## src/rtl/ram_stream_reader_pkg.sv

```systemverilog
// Shared RAM geometry defaults and the burst reader state encoding.
// Pure declarations; no logic, no latency, no flow control.
package ram_stream_reader_pkg;

   localparam int DATAWIDTH_DEF = 8;
   localparam int ADDRWIDTH_DEF = 10;

   typedef enum logic [1:0] {
      IDLE  = 2'd0,
      READ  = 2'd1,
      DRAIN = 2'd2
   } rd_state_t;

endpackage

```

## src/rtl/skid_fifo2.sv

```systemverilog
// Two-entry FIFO of {last, data}; registered output, push-to-valid latency 1 cycle.
// Push and pop may coincide; a push into a full FIFO without a pop is dropped (caller must not do that).
module skid_fifo2 #(
   parameter int DATAWIDTH = 8
) (
   input  logic                 core_clk,
   input  logic                 arst_n,
   input  logic                 wr_vld,
   input  logic [DATAWIDTH-1:0] wr_dat,
   input  logic                 wr_last,
   input  logic                 rd_rdy,
   output logic                 rd_vld,
   output logic [DATAWIDTH-1:0] rd_dat,
   output logic                 rd_last,
   output logic [1:0]           count
);

   logic [1:0][DATAWIDTH:0] mem_q;
   logic                    wr_ptr_q;
   logic                    rd_ptr_q;
   logic [1:0]              cnt_q;
   logic                    push;
   logic                    pop;

   assign rd_vld  = (cnt_q != 2'd0);
   assign pop     = rd_vld & rd_rdy;
   assign push    = wr_vld & ((cnt_q != 2'd2) | pop);
   assign rd_dat  = mem_q[rd_ptr_q][DATAWIDTH-1:0];
   assign rd_last = mem_q[rd_ptr_q][DATAWIDTH];
   assign count   = cnt_q;

   always_ff @(posedge core_clk or negedge arst_n) begin
      if (!arst_n) begin
         mem_q    <= '0;
         wr_ptr_q <= 1'b0;
         rd_ptr_q <= 1'b0;
         cnt_q    <= 2'd0;
      end else begin
         if (push) begin
            mem_q[wr_ptr_q] <= {wr_last, wr_dat};
            wr_ptr_q        <= ~wr_ptr_q;
         end
         if (pop) begin
            rd_ptr_q <= ~rd_ptr_q;
         end
         cnt_q <= cnt_q + 2'(push) - 2'(pop);
      end
   end

endmodule

```

## src/rtl/ram_stream_reader.sv

```systemverilog
// Reads Len_i consecutive RAM words (address wraps) into a valid/ready stream; first Valid_o 2 cycles after Start_i.
// Issue is throttled so in-flight reads plus buffered words never exceed 2; stalls hold Data_o/Last_o.
module ram_stream_reader
   import ram_stream_reader_pkg::*;
#(
   parameter int DATAWIDTH = DATAWIDTH_DEF,
   parameter int ADDRWIDTH = ADDRWIDTH_DEF
) (
   input  logic                 Clk_i,
   input  logic                 RstN_i,
   input  logic                 Start_i,
   input  logic [ADDRWIDTH-1:0] BaseAddr_i,
   input  logic [ADDRWIDTH:0]   Len_i,
   output logic                 RAM_REn_o,
   output logic [ADDRWIDTH-1:0] RAM_Addr_o,
   input  logic [DATAWIDTH-1:0] RAM_Data_i,
   output logic [DATAWIDTH-1:0] Data_o,
   output logic                 Valid_o,
   input  logic                 Ready_i,
   output logic                 Last_o,
   output logic                 Busy_o,
   output logic                 Done_o
);

   localparam logic [ADDRWIDTH-1:0] ADDR_ONE = {{(ADDRWIDTH-1){1'b0}}, 1'b1};
   localparam logic [ADDRWIDTH:0]   CNT_ONE  = {{ADDRWIDTH{1'b0}}, 1'b1};

   rd_state_t              state_q, state_d;
   logic [ADDRWIDTH-1:0]   addr_q;
   logic [ADDRWIDTH-1:0]   addr_out_q;
   logic [ADDRWIDTH:0]     issue_cnt_q;
   logic [ADDRWIDTH:0]     ret_cnt_q;
   logic                   inflight_q;
   logic                   done_q;

   logic                   issue;
   logic                   done_d;
   logic                   start_ok;
   logic                   start_zero;
   logic                   pop;
   logic                   last_hs;
   logic [1:0]             occ_nxt;
   logic                   fifo_vld;
   logic                   fifo_last;
   logic [DATAWIDTH-1:0]   fifo_dat;
   logic [1:0]             fifo_cnt;

   assign start_ok   = (state_q == IDLE) && Start_i && (Len_i != '0);
   assign start_zero = (state_q == IDLE) && Start_i && (Len_i == '0);
   assign pop        = fifo_vld & Ready_i;
   assign last_hs    = pop & fifo_last;
   // Counting the word leaving this cycle keeps one read per cycle flowing under Ready_i=1.
   assign occ_nxt    = fifo_cnt + 2'(inflight_q) - 2'(pop);

   always_comb begin
      state_d = state_q;
      issue   = 1'b0;
      done_d  = 1'b0;
      unique case (state_q)
         IDLE: begin
            done_d = start_zero;
            if (start_ok) begin
               state_d = READ;
            end
         end
         READ: begin
            issue = (issue_cnt_q != '0) && (occ_nxt < 2'd2);
            if (issue && (issue_cnt_q == CNT_ONE)) begin
               state_d = DRAIN;
            end
         end
         DRAIN: begin
            if (last_hs) begin
               state_d = IDLE;
               done_d  = 1'b1;
            end
         end
         default: state_d = IDLE;
      endcase
   end

   always_ff @(posedge Clk_i or negedge RstN_i) begin
      if (!RstN_i) begin
         state_q     <= IDLE;
         addr_q      <= '0;
         addr_out_q  <= '0;
         issue_cnt_q <= '0;
         ret_cnt_q   <= '0;
         inflight_q  <= 1'b0;
         done_q      <= 1'b0;
      end else begin
         state_q    <= state_d;
         inflight_q <= issue;
         done_q     <= done_d;
         if (start_ok) begin
            addr_q      <= BaseAddr_i;
            issue_cnt_q <= Len_i;
            ret_cnt_q   <= Len_i;
         end else begin
            if (issue) begin
               addr_q      <= addr_q + ADDR_ONE;
               addr_out_q  <= addr_q;
               issue_cnt_q <= issue_cnt_q - CNT_ONE;
            end
            if (inflight_q) begin
               ret_cnt_q <= ret_cnt_q - CNT_ONE;
            end
         end
      end
   end

   // Read data is only accepted for reads issued since the last reset.
   skid_fifo2 #(
      .DATAWIDTH (DATAWIDTH)
   ) u_fifo (
      .core_clk (Clk_i),
      .arst_n   (RstN_i),
      .wr_vld   (inflight_q),
      .wr_dat   (RAM_Data_i),
      .wr_last  (ret_cnt_q == CNT_ONE),
      .rd_rdy   (Ready_i),
      .rd_vld   (fifo_vld),
      .rd_dat   (fifo_dat),
      .rd_last  (fifo_last),
      .count    (fifo_cnt)
   );

   assign RAM_REn_o  = issue;
   assign RAM_Addr_o = issue ? addr_q : addr_out_q;
   assign Valid_o    = fifo_vld;
   assign Data_o     = fifo_dat;
   assign Last_o     = fifo_vld & fifo_last;
   assign Busy_o     = (state_q != IDLE);
   assign Done_o     = done_q;

endmodule

```

## config.mk

```make
export PLATFORM = sky130hd
export DESIGN_NAME = ram_stream_reader
export DESIGN_NICKNAME = d
export VERILOG_FILES = /design/src/rtl/ram_stream_reader_pkg.sv /design/src/rtl/skid_fifo2.sv /design/src/rtl/ram_stream_reader.sv
export SDC_FILE = /design/constraint.sdc
export NUM_CORES = 1
export LEC_CHECK = 0
export ABC_AREA = 0
export CORE_MARGIN = 2
export CORE_UTILIZATION = 40
export DETAILED_ROUTE_END_ITERATION = 12
export DONT_BUFFER_PORTS = 1
export GPL_ROUTABILITY_DRIVEN = 0
export HOLD_SLACK_MARGIN = 0.1
export MAX_ROUTING_LAYER = met4
export PLACE_DENSITY_LB_ADDON = 0.25
export SLEW_MARGIN = 10
export SYNTH_ARGS = -nofsm -noshare
export SYNTH_HDL_FRONTEND = slang
export SYNTH_SLANG_ARGS = --single-unit
```

## constraint.sdc

```tcl
create_clock -name Clk_i -period 2.4 [get_ports Clk_i]
set_input_delay 0.6 -clock Clk_i [delete_from_list [all_inputs] [get_ports Clk_i]]
set_output_delay 0.6 -clock Clk_i [all_outputs]
set_load 0.05 [all_outputs]
```

# [Yosys cells after proc, flatten, opt, wreduce, memory -nomap -nowiden]
# Index checks and enable logic that the tools add are counted.
[totals] regBits=68 in_bits=33 out_inout_bits=23 word_cells=72
[op_classes] magnitude_cmp=4 bitwise_logic=7 eq_ne=8 reduce_logical=15 add_sub_neg=7 n_mux=19
[ops] op="$mux 11" n=4
[ops] op="$mux 10" n=3
[ops] op="$mux 9" n=3
[ops] op="$eq 11x1->1 const B" n=2
[ops] op="$reduce_bool 11->1" n=2
[ops] op="$sub 11x1->11 const B" n=2
[ops] op="$bwmux 18" n=1
[ops] op="$logic_not 11->1" n=1
[ops] op="$add 10x1->10 const B" n=1
[ops] op="$demux 9 s1" n=1
[ops] op="$ne 2x2->1 const B" n=4
[ops] op="$reduce_bool 2->1" n=4
[ops] op="$logic_and 1x1->1" n=6
[ops] op="$mux 2" n=3
[ops] op="$pmux 2 s3" n=1
[ops] op="$add 2x1->2" n=2
[ops] op="$and 1x1->1" n=4
[ops] op="$lt 1x2->1 const B" n=2
[ops] op="$sub 2x1->2" n=2
[ops] op="$reduce_and 3->1" n=1
[ops] op="$eq 2x1->1 const B" n=1
[ops] op="$eq 2x2->1 const B" n=1
[ops] op="$logic_not 2->1" n=1
[ops] op="$lt 2x2->1 const B" n=1
[ops] op="other kinds (5)" n=7

# [Longest topological paths before layout]
# Gate-level depths: netlist of run 1.
[logic_depth] depth_word=8 ltp_mapped=8 depth_no_buf=7

# [By module]
# Synthesis of run 1 repeated with hierarchy kept, for this count alone.
[hier_totals] cells_unflattened=339 area_unflattened_um2=3564.7
[by_module_without_submodules] module="ram_stream_reader" cells_per_inst=266 n_inst=1 area_each_um2=2547.4
[by_module_without_submodules] module="skid_fifo2" cells_per_inst=73 n_inst=1 area_each_um2=1017.2

# [Worst setup path before layout of run 1]
# Ideal clock, no wire load.
[synth_timing] kind="input to output" startpoint="input Ready_i" endpoint="output RAM_Addr_o[3]" t_arrival_ns=2.712 stages=7 slack_ns=-0.912 path_buffers=3 required_time_ns=1.800 cell_sequence="buf_2 and4b_1 a211o_2 nand3_2 buf_4 buf_2 o21ai_0"
[synth_between] elab_chain_cells=6
[synth_lines] element="start: declaration" line="ram_stream_reader.sv:19" text="input logic Ready_i,"
[synth_lines] element="$and 1x1->1" line="ram_stream_reader.sv:50" text="assign pop = fifo_vld & Ready_i;"
[synth_lines] element="$sub 2x1->2" line="ram_stream_reader.sv:53" text="assign occ_nxt = fifo_cnt + 2'(inflight_q) - 2'(pop);"
[synth_lines] element="$lt 2x2->1" line="ram_stream_reader.sv:67" text="issue = (issue_cnt_q != '0) && (occ_nxt < 2'd2);"
[synth_lines] element="$logic_and 1x1->1" line="ram_stream_reader.sv:67"
[synth_lines] element="$mux 1" line="ram_stream_reader.sv:59" text="unique case (state_q)"
[synth_lines] element="$mux 10"
[synth_lines] element="end: declaration" line="ram_stream_reader.sv:15" text="output logic [ADDRWIDTH-1:0] RAM_Addr_o,"
# Every way passes these cells.

# [Final worst setup path of run 1]
[layout_timing] startpoint="register u_fifo.cnt_q[1], in the netlist u_fifo.count[1]" endpoint="output RAM_Addr_o[5]"
[layout_between] elab_chain_cells=7 elab_cells_between_ends=8
[layout_lines] element="start: declaration" line="skid_fifo2.sv:21" text="logic [1:0] cnt_q;"
[layout_lines] element="start signal: assignment" line="skid_fifo2.sv:46" text="cnt_q <= cnt_q + 2'(push) - 2'(pop);"
[layout_lines] element="parallel branches: the longest is 2 deep, another holds $add 2x1->2"
[layout_lines] element="$sub 2x1->2 (*)" line="ram_stream_reader.sv:53"
[layout_lines] element="$lt 2x2->1 (*)" line="ram_stream_reader.sv:67"
[layout_lines] element="$logic_and 1x1->1 (*)" line="ram_stream_reader.sv:67"
[layout_lines] element="$mux 1 (*)" line="ram_stream_reader.sv:59"
[layout_lines] element="$mux 10 (*)"
# Every way passes the cells marked *.

==> flow_summary_export.csv, run 1 <==
group,metric,value,unit
critical_path,critical_path_arrival,1.93,ns
synth,synth_xor_area_share,3.71,%
cts,clock_sinks,68,
cts,clk_latency,0.34,ns
critical_path,reg2reg_depth,8,
sta,setup_ws,-0.134,ns
drt,num_vias,2751,
critical_path,required,1.80,ns
critical_path,worstSetupEndpointType,"primary output",
drt,drtIter0Drc,130,
critical_path,startpoint_type,"flop",
cts,clkTransAtPathRegs,0.08,ns
global_route,grt_pass1_wl,13.6,mm
sta,min_period,2.53,ns
synth,async_flop_share,100,%
critical_path,reg2reg_from,"inflight_q$_DFF_PN0_",
global_route,grt_max_degree,69,
global_route,antenna_found_initial,0,
cts,cts_tree,"built",
outcome,violations,"setup timing",
synth,syn-cell-area,0.00354,mm2
synth,synth_enable_flop_cells,0,
sta,fin_crit_sh,106,%
placed_design,dp_hpwl,5.93,mm
cts,root_buffer,"clkbuf_8",
critical_path,r2r_end,"addr_q[9]$_DFFE_PN0P_",
final_layout,syn_to_final_growth,19.1,%
drt,viasPerCell,5.55,
cts,cts_made_buffers,9,
synth,ys_warn_count,0,
sta,hold_viol,0,
critical_path,cp_max_fo,16,
final_layout,fin_cells,496,
cts,cts_buffer_depth,2,
synth,synth_area_leaders,"dfrtp_1, mux2_2, o21ai_0",
sta,timing.max_slew.rel_slack,45.3,%
drt,first_pass_iters,4,
synth,synth_top_family_by_area,"simple AND/OR/NAND/NOR gates",
synth,muxShareOfSynthArea,8.55,%
floorplanning,initial_utilization,41.0,%
critical_path,cp_top_family,"simple AND/OR/NAND/NOR gates",
drt,drtAntennaViolNets,0,
final_layout,diodes,0,
outcome,status,"finished with violations",
floorplanning,dieArea,0.00962,mm2
critical_path,critPathBufInv,1,
critical_path,r2r_slack,0.18,ns
floorplanning,core,0.00864,mm2
synth,yosys.area_share.adder,2.47,%
synth,synth-compound-area-share,16.5,%
sta,fmax,395,MHz
critical_path,cpPeakStageDelay,0.44,ns
critical_path,worstPathCellList,"and4b_1, a211o_4, nand3_4, buf_12, nand2_1, o21ai_4",
global_route,grt_pass1_vias,2786,
floorplanning,die_w,98.1,um
synth,synth_seq_area_share,48.0,%
drt,routed_wl,8.20,mm
placed_design,port_buffers,0,
synth,netlist.area_leader.share,48.0,%
synth,synthesis.instances,358,
synth,syn_area_per_cell,9.89,um2
floorplanning,io_pins,56,
global_route,use_met1,24.9,%
min_path,hold_class,"in -> async",
synth,ys_ff_latch,68,
final_layout,drive_gt1_share,26.0,%
synth,synth_top_cell_by_area,"dfrtp_1",
synth,synthSimpleGateAreaFrac,16.8,%
global_route,gr-total-overflow,0,
sta,worstMarginPinSlew,0.817,ns
cts,htreeDepth,3,
global_route,groute.layer.met3.usage,3.65,%
sta,drv_slew,0,
run,drv_cap,0,
drt,drc,0,
critical_path,crit_path_start,"u_fifo.count[1]$_DFF_PN0_",
floorplanning,die_height,98.1,um
critical_path,path_class,"reg -> out",
global_route,grt_busiest_layer,"met2",
final_layout,final_core_util,48.9,%
final_layout,final_nets,423,
synth,syn_nets,398,
critical_path,slowest_stage,"dfrtp_1",
floorplanning,rows,34,
sta,setup_viol,10,
sta,rsz0062_at_grt,"yes",
placed_design,post-place-cells,474,
sta,tns,-0.906,ns
synth,yosysUniqueCellTypes,52,
global_route,grt_use_met2,27.2,%
drt,wl_per_cell,16.5,um
synth,ys.flop_type,"dfrtp_1",
sta,fin_skew,0.0102,ns
global_route,track_usage,18.2,%
cells by family after synthesis:
logic type,after synthesis
AO/OA/AOI/OAI,91
AND/OR/NAND/NOR,119
multiplexers,27
flip-flops,68
buffers and inverters,31
XOR/XNOR,15
adder cells (fa/ha/maj),7
worst max path at each step:
stage,slack [ns],to,depth (start not counted)
3_3_place_gp,0.10,issue_cnt_q[4]$_DFFE_PN0P_,5
2_1_floorplan,-0.06,RAM_Addr_o[3],7
4_1_cts,-0.14,RAM_Addr_o[5],6
6_report,-0.13,RAM_Addr_o[5],6
5_1_grt,-0.22,RAM_Addr_o[5],6
3_5_place_dp,0.09,issue_cnt_q[4]$_DFFE_PN0P_,5
worst register-to-register path: stages (launching register included):
cell	delay [ns]
dfrtp_1	0.44
and4b_1	0.26
a211o_4	0.15
nand3_4	0.12
buf_12	0.19
buf_4	0.14
buf_4	0.17
or4_1	0.50
a31oi_1	0.16
cell usage after synthesis (all sizes together) (2+ instances only):
cell / instances
nor2b: 3
a21oi: 14
or2: 2
and3: 2
nand4: 4
o221ai: 2
nor4: 6
o31a: 3
nor3: 6
a31oi: 3
ha: 7
nand2: 53
o31ai: 3
xnor2: 13
a21o: 3
or4: 5
clkbuf: 3
nand2b: 3
dfrtp: 68
o41ai: 2
o32ai: 4
nand3b: 2
o211ai: 4
buf: 8
o21ai: 44
xor2: 2
nor2: 20
o22ai: 4
nand3: 7
mux2: 26
inv: 20
or3: 2
registers in the layout (all words and copies together), names as in the netlist:
register	count
u_fifo.mem_q	18
u_fifo.count	2
state_q	2
inflight_q	1
Done_o	1
addr_out_q	10
u_fifo.wr_ptr_q	1
issue_cnt_q	11
addr_q	10
u_fifo.rd_ptr_q	1
ret_cnt_q	11
through the flow:
step	worst slack (ns)	hold WS [ns]	cell area, um2
final	-0.134	0.133	4220
after global routing	-0.222	0.143	4220
after CTS	-0.141	0.136	4190
after detailed placement	0.0893	0.306	3920
after global placement	0.101	0.306	3920
after floorplan	-0.0634	0.304	3700
what timing repair did:
action	4_1_cts	5_1_grt
hold buffers	1	0
buffers inserted	5	0
resized for setup	3	7
endpoints found under the setup margin	11	11
pin swaps	4	2
hold endpoints to repair	68	0
cells in the final DEF (no fill, tap or decap), drive strengths merged, types with 4 or more instances in the layout:
| master | count |
|---|---|
| dfrtp | 68 |
| nand2 | 53 |
| o21ai | 44 |
| mux2 | 26 |
| buf | 25 |
| inv | 24 |
| nor2 | 20 |
| a21oi | 14 |
| xnor2 | 13 |
| clkbuf | 9 |
| ha | 7 |
| nand3 | 7 |
| nor3 | 6 |
| nor4 | 6 |
| or4 | 5 |
| nand4 | 4 |
| o32ai | 4 |
| o22ai | 4 |
| o211ai | 4 |
area by class of cell:
| type | count | area, um2 |
|---|---|---|
| Sequential cell | 68 | 1700 |
| Multi-Input combinational cell | 259 | 1850 |
| Inverter | 20 | 75.1 |
| Fill cell | 793 | 4420 |
| Tap cell | 108 | 135 |
| Clock inverter | 7 | 80.1 |
| Clock buffer | 9 | 124 |
| Timing Repair Buffer | 25 | 253 |
per-layer routing:
layer  vias to the layer above  share of wire [%]
li1                       1329                  -
met1                      1341                 47
met2                        74                 46
met3                         7                5.7
met4                         0                1.2
met5                         -                  0
Power of run 1 is not shown: default switching activity piles up to over one toggle a cycle in this logic, so the estimate is an artifact.
==> run 2, diff against run 1 <==
--- a/constraint.sdc
+++ b/constraint.sdc
@@ -3,2 +3,2 @@
 set_output_delay 0.6 -clock Clk_i [all_outputs]
-set_load 0.05 [all_outputs]
+set_load 0.1 [all_outputs]
==> run 2 against run 1 <==
The run still ends with setup timing left. Design area increased by 9.1%. Fmax decreased by 1.5%. Die area unchanged. Routed wire length increased by 3.3%. Utilization increased by 4.4 points. Count of clock-buffer cells in the layout unchanged. Non-clock buffer count increased by 26. First-iteration DRC count increased by 9.2%. Clock skew increased by 0.0028 ns. Global-route usage increased by 0.74 points. Via count increased by 4.3%.
==> flow_summary_export.csv, run 2 (synthesis results as in run 1) <==
group,metric,value,unit
critical_path,cp_max_fo,13,
drt,routed_wl,8.47,mm
drt,drc,0,
sta,tns,-1.43,ns
final_layout,final_core_util,53.3,%
floorplanning,core,0.00864,mm2
final_layout,drive_gt1_share,32.4,%
global_route,gr-total-overflow,0,
critical_path,critical_path_arrival,1.97,ns
sta,min_period,2.57,ns
floorplanning,io_pins,56,
critical_path,path_class,"reg -> out",
drt,first_pass_iters,4,
floorplanning,initial_utilization,41.0,%
drt,viasPerCell,5.50,
global_route,track_usage,19.0,%
placed_design,port_buffers,0,
sta,rsz0062_at_grt,"yes",
sta,fin_crit_sh,107,%
floorplanning,rows,34,
placed_design,dpl_cell_area,0.00415,mm2
global_route,grt_pass1_wl,14.1,mm
critical_path,worstSetupEndpointType,"primary output",
floorplanning,die_height,98.1,um
final_layout,diodes,0,
final_layout,top_register,"u_fifo.mem_q",
final_layout,largest_reg_flops,18,
floorplanning,dieArea,0.00962,mm2
cts,clk_latency,0.35,ns
cts,clkTransAtPathRegs,0.09,ns
cts,clock_sinks,68,
critical_path,required,1.80,ns
critical_path,slowest_stage,"dfrtp_2",
run,drv_cap,0,
cts,cts_buffer_depth,2,
outcome,status,"finished with violations",
critical_path,critPathBufInv,2,
global_route,grt_max_degree,69,
min_path,hold_class,"in -> async",
critical_path,cpMostUsedCell,"buf_12",
sta,setup_viol,11,
sta,fin_skew,0.0130,ns
sta,worstMarginPinSlew,0.783,ns
critical_path,cpPeakStageDelay,0.43,ns
final_layout,final_cell_area,0.00460,mm2
cts,cts_tree,"built",
sta,fmax,389,MHz
final_layout,fillers,761,
sta,drv_slew,0,
final_layout,syn_to_final_growth,30.0,%
cts,root_buffer,"clkbuf_8",
sta,timing.max_slew.rel_slack,47.6,%
drt,drtIter0Drc,142,
critical_path,startpoint_type,"flop",
cts,htreeDepth,3,
final_layout,final_nets,449,
sta,hold_viol,0,
final_layout,final_common_cell,"dfrtp_1",
drt,wl_per_cell,16.2,um
final_layout,mostFrequentLayoutCells,"dfrtp_1, nand2_1, buf_4",
placed_design,dp_hpwl,6.13,mm
cts,cts_made_buffers,9,
global_route,grt_pass1_vias,2927,
sta,setup_ws,-0.173,ns
critical_path,worstPathCellList,"nor4_4, nand4_1, nand3_4, buf_12, nand2_1, o21ai_4, buf_12",
final_layout,largest_registers,"u_fifo.mem_q (18), issue_cnt_q (11), ret_cnt_q (11)",
global_route,antenna_found_initial,0,
drt,drtAntennaViolNets,0,
floorplanning,die_w,98.1,um
critical_path,cp_top_family,"simple AND/OR/NAND/NOR gates",
placed_design,pre_cts_slack,0.00310,ns
outcome,violations,"setup timing",
drt,num_vias,2870,
-- run 2: changes by cell type in the layout (fill, tap and decap cells not counted), moves of 3 or more --
cell | previous run | this run
nand2_1 | 43 | 39
buf_12 | 3 | 12
buf_4 | 20 | 38
nand2_8 | 0 | 3
nand2_4 | 3 | 8
nand2_2 | 7 | 3
-- run 2: through the flow --
stage	hold WS (ns)	instances
2_1_floorplan	0.304	358
3_3_place_gp	0.306	491
3_5_place_dp	0.306	491
4_1_cts	0.113	514
5_1_grt	0.123	522
6_report	0.105	522
-- run 2: worst paths after layout --
check / start / end / slack [ns] / depth (start not counted)
worst max-delay path: issue_cnt_q[6]$_DFFE_PN0P_ / RAM_Addr_o[8] / -0.17 / 7
worst min-delay path: RstN_i / u_fifo.mem_q[2]$_DFFE_PN0P_ / 0.10 / 1
worst max register to register: issue_cnt_q[0]$_DFFE_PN0P_ / issue_cnt_q[3]$_DFFE_PN0P_ / 0.25 / 7
worst min register to register: u_fifo.wr_ptr_q$_DFFE_PN0N_ / u_fifo.wr_ptr_q$_DFFE_PN0N_ / 0.51 / 1
max in group asynchronous: RstN_i / issue_cnt_q[6]$_DFFE_PN0P_ / 1.97 / 1
min in group Clk_i: BaseAddr_i[0] / addr_q[0]$_DFFE_PN0P_ / 0.37 / 2
-- run 2: cell type report --
type | count | area, um2 | area share, %
clock inverters | 7 | 81.3 | 1.77
well taps | 108 | 135 | 2.94
flip-flops and latches | 68 | 1700 | 37.0
clock buffers | 9 | 124 | 2.69
repair buffers | 51 | 553 | 12.0
multi-input cells | 259 | 1930 | 41.9
inverters | 20 | 77.6 | 1.69
-- run 2: repair_timing --
action | CTS | global route
hold endpoints to repair | 68 | 0
resized for setup | 16 | 13
buffers inserted | 6 | 8
pin swaps | 2 | 5
endpoints found under the setup margin | 11 | 11
hold buffers | 1 | 0
-- run 2: metal layers --
metal  wire [um]  track usage (%)
met1        3890             24.9
met2        4000             29.6
met3         520             4.58
met4          71             5.45
met5           0                -
Power of run 2 is left out for the same reason.
